File: src/rtl/constants.svh
// Shared width and encoding constants for the memory subsystem.
`ifndef CONSTANTS_SVH
`define CONSTANTS_SVH

`define PADDR_W 18
`define WORD_W 36
`define PADDR [`PADDR_W-1:0]
`define WORD [`WORD_W-1:0]

`define MEM_ARB_IDLE 2'd0
`define MEM_ARB_ISSUE 2'd1
`define MEM_ARB_RESP 2'd2

`define MEM_TIMEOUT_DEFAULT 16

`endif

File: src/rtl/mem_arbiter_pkg.sv
// Types and constants shared by the two-port memory arbiter and its users.
package mem_arbiter_pkg;
`include "constants.svh"

  localparam int ADDR_W          = `PADDR_W;
  localparam int WORD_W          = `WORD_W;
  localparam int WD_W            = 5;
  localparam int TIMEOUT_DEFAULT = `MEM_TIMEOUT_DEFAULT;

  typedef enum logic [1:0] {
    ST_IDLE  = `MEM_ARB_IDLE,
    ST_ISSUE = `MEM_ARB_ISSUE,
    ST_RESP  = `MEM_ARB_RESP
  } arb_state_t;

  typedef enum logic {
    OP_READ  = 1'b0,
    OP_WRITE = 1'b1
  } arb_op_t;

endpackage

File: src/rtl/mem_arbiter.sv
// Shares one memory port between requester 0 (CPU) and requester 1 (I/O),
// with a per-access watchdog that reports non-existent memory.
module mem_arbiter
  import mem_arbiter_pkg::*;
#(
  parameter int TIMEOUT   = TIMEOUT_DEFAULT,
  parameter bit FIXED_PRI = 1'b0
) (
  input  logic              clk,
  input  logic              reset,
  input  logic [ADDR_W-1:0] r0_addr,
  input  logic [WORD_W-1:0] r0_wdata,
  input  logic              r0_read,
  input  logic              r0_write,
  output logic              r0_ack,
  output logic              r0_nxm,
  input  logic [ADDR_W-1:0] r1_addr,
  input  logic [WORD_W-1:0] r1_wdata,
  input  logic              r1_read,
  input  logic              r1_write,
  output logic              r1_ack,
  output logic              r1_nxm,
  output logic [WORD_W-1:0] rdata,
  output logic [ADDR_W-1:0] mem_addr,
  output logic [WORD_W-1:0] mem_write_data,
  output logic              mem_read,
  output logic              mem_write,
  input  logic [WORD_W-1:0] mem_read_data,
  input  logic              read_ack,
  input  logic              write_ack
);

  arb_state_t        state_reg, state_next;
  arb_op_t           op_reg;
  logic [ADDR_W-1:0] addr_reg;
  logic [WORD_W-1:0] wdata_reg;
  logic              grant_reg;
  logic              prio_reg;
  logic              nxm_reg;
  logic [WD_W-1:0]   wd_cnt_reg;

  logic req0, req1;
  logic load, load_idx;
  logic mem_ack, timeout_hit;
  logic in_issue, in_resp;

  // Returns the winning requester index; prio names the tie winner.
  function automatic logic pick(input logic r0, input logic r1,
                                input logic prio, input logic fixed_pri);
    if (r0 && r1) return fixed_pri ? 1'b0 : prio;
    return r1;
  endfunction

  assign req0        = r0_read | r0_write;
  assign req1        = r1_read | r1_write;
  assign mem_ack     = (op_reg == OP_READ) ? read_ack : write_ack;
  assign timeout_hit = (TIMEOUT != 0) && (int'(wd_cnt_reg) >= TIMEOUT - 1);
  assign in_issue    = (state_reg == ST_ISSUE);
  assign in_resp     = (state_reg == ST_RESP);

  always_comb begin
    state_next = state_reg;
    load       = 1'b0;
    load_idx   = 1'b0;
    case (state_reg)
      ST_IDLE: begin
        if (req0 || req1) begin
          load       = 1'b1;
          load_idx   = pick(req0, req1, prio_reg, FIXED_PRI);
          state_next = ST_ISSUE;
        end
      end
      ST_ISSUE: begin
        if (mem_ack || timeout_hit) state_next = ST_RESP;
      end
      ST_RESP: begin
        // The just-served requester is still dropping its request; only the other one counts.
        if (grant_reg ? req0 : req1) begin
          load       = 1'b1;
          load_idx   = ~grant_reg;
          state_next = ST_ISSUE;
        end else begin
          state_next = ST_IDLE;
        end
      end
      default: state_next = ST_IDLE;
    endcase
  end

  always_ff @(posedge clk) begin
    if (reset) begin
      state_reg  <= ST_IDLE;
      op_reg     <= OP_READ;
      addr_reg   <= '0;
      wdata_reg  <= '0;
      grant_reg  <= 1'b0;
      prio_reg   <= 1'b0;
      nxm_reg    <= 1'b0;
      wd_cnt_reg <= '0;
    end else begin
      state_reg <= state_next;
      if (load) begin
        grant_reg  <= load_idx;
        addr_reg   <= load_idx ? r1_addr : r0_addr;
        wdata_reg  <= load_idx ? r1_wdata : r0_wdata;
        op_reg     <= (load_idx ? r1_read : r0_read) ? OP_READ : OP_WRITE;
        nxm_reg    <= 1'b0;
        wd_cnt_reg <= '0;
      end else if (in_issue) begin
        if (!mem_ack && timeout_hit) nxm_reg <= 1'b1;
        if (wd_cnt_reg != {WD_W{1'b1}}) wd_cnt_reg <= wd_cnt_reg + 1'b1;
      end
      if (in_resp) prio_reg <= ~grant_reg;
    end
  end

  // The memory port only ever reflects latched state, never live requester inputs.
  assign mem_addr       = in_issue ? addr_reg : '0;
  assign mem_write_data = in_issue ? wdata_reg : '0;
  assign mem_read       = in_issue && (op_reg == OP_READ);
  assign mem_write      = in_issue && (op_reg == OP_WRITE);

  assign r0_ack = in_resp && !grant_reg;
  assign r1_ack = in_resp && grant_reg;
  assign r0_nxm = r0_ack && nxm_reg;
  assign r1_nxm = r1_ack && nxm_reg;
  assign rdata  = (in_resp && (op_reg == OP_READ) && !nxm_reg) ? mem_read_data : '0;

endmodule
File: config.mk
export PLATFORM = sky130hd
export DESIGN_NAME = mem_arbiter
export DESIGN_NICKNAME = d
export VERILOG_FILES = /design/src/rtl/mem_arbiter_pkg.sv /design/src/rtl/mem_arbiter.sv
export VERILOG_INCLUDE_DIRS = /design/src /design/src/rtl
export SDC_FILE = /design/constraint.sdc
export NUM_CORES = 1
export LEC_CHECK = 0
export BUFFER_PORTS_ARGS = -buffer_cell sky130_fd_sc_hd__buf_2
export CELL_PAD_IN_SITES_DETAIL_PLACEMENT = 0
export CELL_PAD_IN_SITES_GLOBAL_PLACEMENT = 1
export CORE_ASPECT_RATIO = 0.5
export CORE_MARGIN = 8
export CORE_UTILIZATION = 30
export DETAILED_ROUTE_END_ITERATION = 7
export PLACE_DENSITY_LB_ADDON = 0.08
export SLEW_MARGIN = 40
export SYNTH_ARGS = -nofsm -noshare
export SYNTH_HDL_FRONTEND = slang
export SYNTH_SLANG_ARGS = --single-unit
File: constraint.sdc
create_clock -name clk -period 5.76 [get_ports clk]
set_clock_uncertainty 0.15 [all_clocks]
set_input_delay 0.864 -clock clk [delete_from_list [all_inputs] [get_ports clk]]
set_output_delay 0.864 -clock clk [all_outputs]
set_load 0.02 [all_outputs]
==> metrics.cfg <==
[placement]
numPortBuffers = 247
place.gp.congestion = 0.735
dp.cells = 780
dp_hpwl_um = 9910
dp_slack_ns = 3.03

[yosys]
synth_area_leaders = dfxtp_1 (38%), and2_1 (17%), a221o_1 (16%), nor2_1 (7.0%), inv_1 (6.2%)
seq_area_frac_synth = 0.378
yosys.area.top_type_share = 0.378
synthAdderAreaFrac = 0.0109
ys_seq_elements = 65
synth.area.mux_share = 0.00291
syn_area_per_cell_sq_um = 8.46
async_reset_ff_frac = 0
synthCells = 407
synth_xor_area_frac = 0.00763
synth.distinct_cells = 39
syn_area_sq_um = 3440
synth_top_family_by_area = simple AND/OR/NAND/NOR gates
synthSimpleGateAreaFrac = 0.271
ys.flop_type = dfxtp_1
synth-compound-area-share = 0.210
synth-edff-count = 0
synth_area_leader_cell = dfxtp_1
yosys_warnings = 0
syn-num-nets = 562

[die]
die_h_um = 91.8
coreArea_sq_um = 11100
rows = 27
die_area_sq_um = 15400
die_width_um = 168
initial_core_util = 0.311
pin_count = 248

[sta]
finalHoldViolCount = 0
maxSlewViolCount = 0
fin_crit_sh = 0.513
whs_ns = 0.324
fin_ws_ns = 2.80
post-route-min-period_ns = 2.96
fmax_mhz = 338
max_slew.worst_pin.slew_ns = 0.707
relSlewSlack = 0.528
fin_setup_tns_ns = 0
rsz0062_at_grt = false
setup_viol = 0

[power]
power_frac_clock = 0.416
seqPwrFrac = 0.379
p_leak_nw = 2.88
sw_frac_of_total = 0.278
p_comb_frac = 0.205
irDropWorstVdd_mv = 0.158
p_per_area_nw_per_um2 = 276
p_int_mw = 1.02
p_sw_mw = 0.391

[route]
vias = 3653
viasPerCell = 4.59
drtIter0Drc = 234
postRouteAntennaNets = 0
routed_wl_um = 12700
dr.pass1.iters = 4
drt-wirelength-per-cell_um = 15.9
drc = 0

[setup_path]
reg2reg_from = state_reg[1]
worst-setup-path-type = flip-flop to output port
crit_path_end_kind = output port
start_kind = flip-flop
cp.arrival_ns = 1.94
startpoint = state_reg[1]
r2r_cells = 7
crit_fanout = 36
required_ns = 4.75

[flow_run]
max-cap-violations = 0

[clock_network]
clk_path_buf_depth = 2
clk_latency_ns = 0.32
tritoncts = built
clk_pin_slew_ns = 0.06
numCtsBuffers = 9
clock_sinks = 65
ctsHoldBuffers = 0
root_buffer = clkbuf_16
ctsResizeCount = 0
h-tree-depth = 3
cts_setup_buffers = 0

[layout]
stdcell_count = 796
drive_gt1_frac = 0.430
n_antenna_cell = 0
final_nets = 801
areaGrowthSynthToFinish_pct = 48.1
largest_reg_flops = 36
post-route-util = 0.460

[grt]
grt_antenna_before_repair = 0
grt-ovfl-total = 0
grtUsageTotal = 0.160
grt_pass1_wl_um = 19800
grt_max_degree = 56
grt_pass1_vias = 3843

[worst_hold_path]
holdPathStages = 1
worst_hold_path_type = flip-flop to flip-flop
hp-start = addr_reg[9]

[status]
status = complete, no violations

-- logic make-up (layout without fill, tap and decap cells) --
| family | count (synthesis) | after routing |
|---|---|---|
| xor+xnor | 3 | 3 |
| mux | 1 | 1 |
| buf+inv | 84 | 328 |
| flops | 65 | 65 |
| fa+ha+maj | 3 | 3 |
| simple gates | 176 | 176 |
| compound gates | 75 | 75 |
-- per-layer routing --
layer / GRT usage / wire length, um / vias to the layer above
met5: 0 / 0 / -
met4: 0.0362 / 62 / 0
met3: 0.0765 / 1190 / 4
met2: 0.286 / 6210 / 141
met1: 0.169 / 5230 / 1669
li1: - / - / 1839
-- power groups by stage --
stage / Combinational [mW] / Sequential, mW / Clock (mW)
2_1_floorplan: 0.185 / 0.532 / 0
6_report: 0.289 / 0.533 / 0.586
3_5_place_dp: 0.294 / 0.541 / 0
3_3_place_gp: 0.282 / 0.542 / 0
5_1_grt: 0.317 / 0.541 / 0.622
4_1_cts: 0.294 / 0.533 / 0.603
-- cell usage in the layout (no fill, tap or decap), types with 2 or more instances in the layout --
cell type   count
and2_1         91
clkbuf_16       9
buf_2         247
nand2_1         4
and3_1          3
nor2_1         64
bufinv_16       2
xor2_1          2
o21ai_0         3
a21oi_4         2
buf_4           4
buf_8           3
a211oi_1        2
nor3_1          2
dfxtp_1        65
inv_1          57
clkinv_2        2
nor2b_1         2
ha_1            3
a21oi_1         3
nand2b_1        3
clkinvlp_4      2
a221o_1        54
-- synth_stat cells (all sizes together) (2+ instances only) --
master	number
a211oi	2
a21oi	5
a221o	54
and2	91
and3	3
buf	17
clkbuf	10
dfxtp	65
ha	3
inv	57
nand2	4
nand2b	3
nor2	65
nor2b	3
nor3	3
o21ai	4
o311ai	2
xor2	2
-- per-stage QoR --
stage          instance area [sq um]  power [mW]
2_1_floorplan                   3440       0.717
3_3_place_gp                    4710       0.823
3_5_place_dp                    4780       0.835
4_1_cts                         5100        1.43
5_1_grt                         5100        1.48
6_report                        5100        1.41
-- worst max-delay path, stage by stage (launching register included) --
cell,delay [ns]
dfxtp_1,0.66
nand2b_1,0.19
nor3_2,0.13
buf_4,0.27
and2_1,0.19
buf_2,0.17
-- worst paths after layout --
check	to	slack (ns)
worst min register to register	addr_reg[9]	0.32
worst max-delay path	rdata[25]	2.80
worst min-delay path	addr_reg[9]	0.32
worst max register to register	wdata_reg[24]	3.52
-- layout make-up --
class	count	area (sq um)
Clock inverter	7	93.8
Tap cell	145	181
Fill cell	1186	5980
Timing Repair Buffer	255	1340
Clock buffer	9	225
Inverter	57	214
Sequential cell	65	1300
Multi-Input combinational cell	258	1750
No activity file was read; power rests on OpenSTA's default activity.
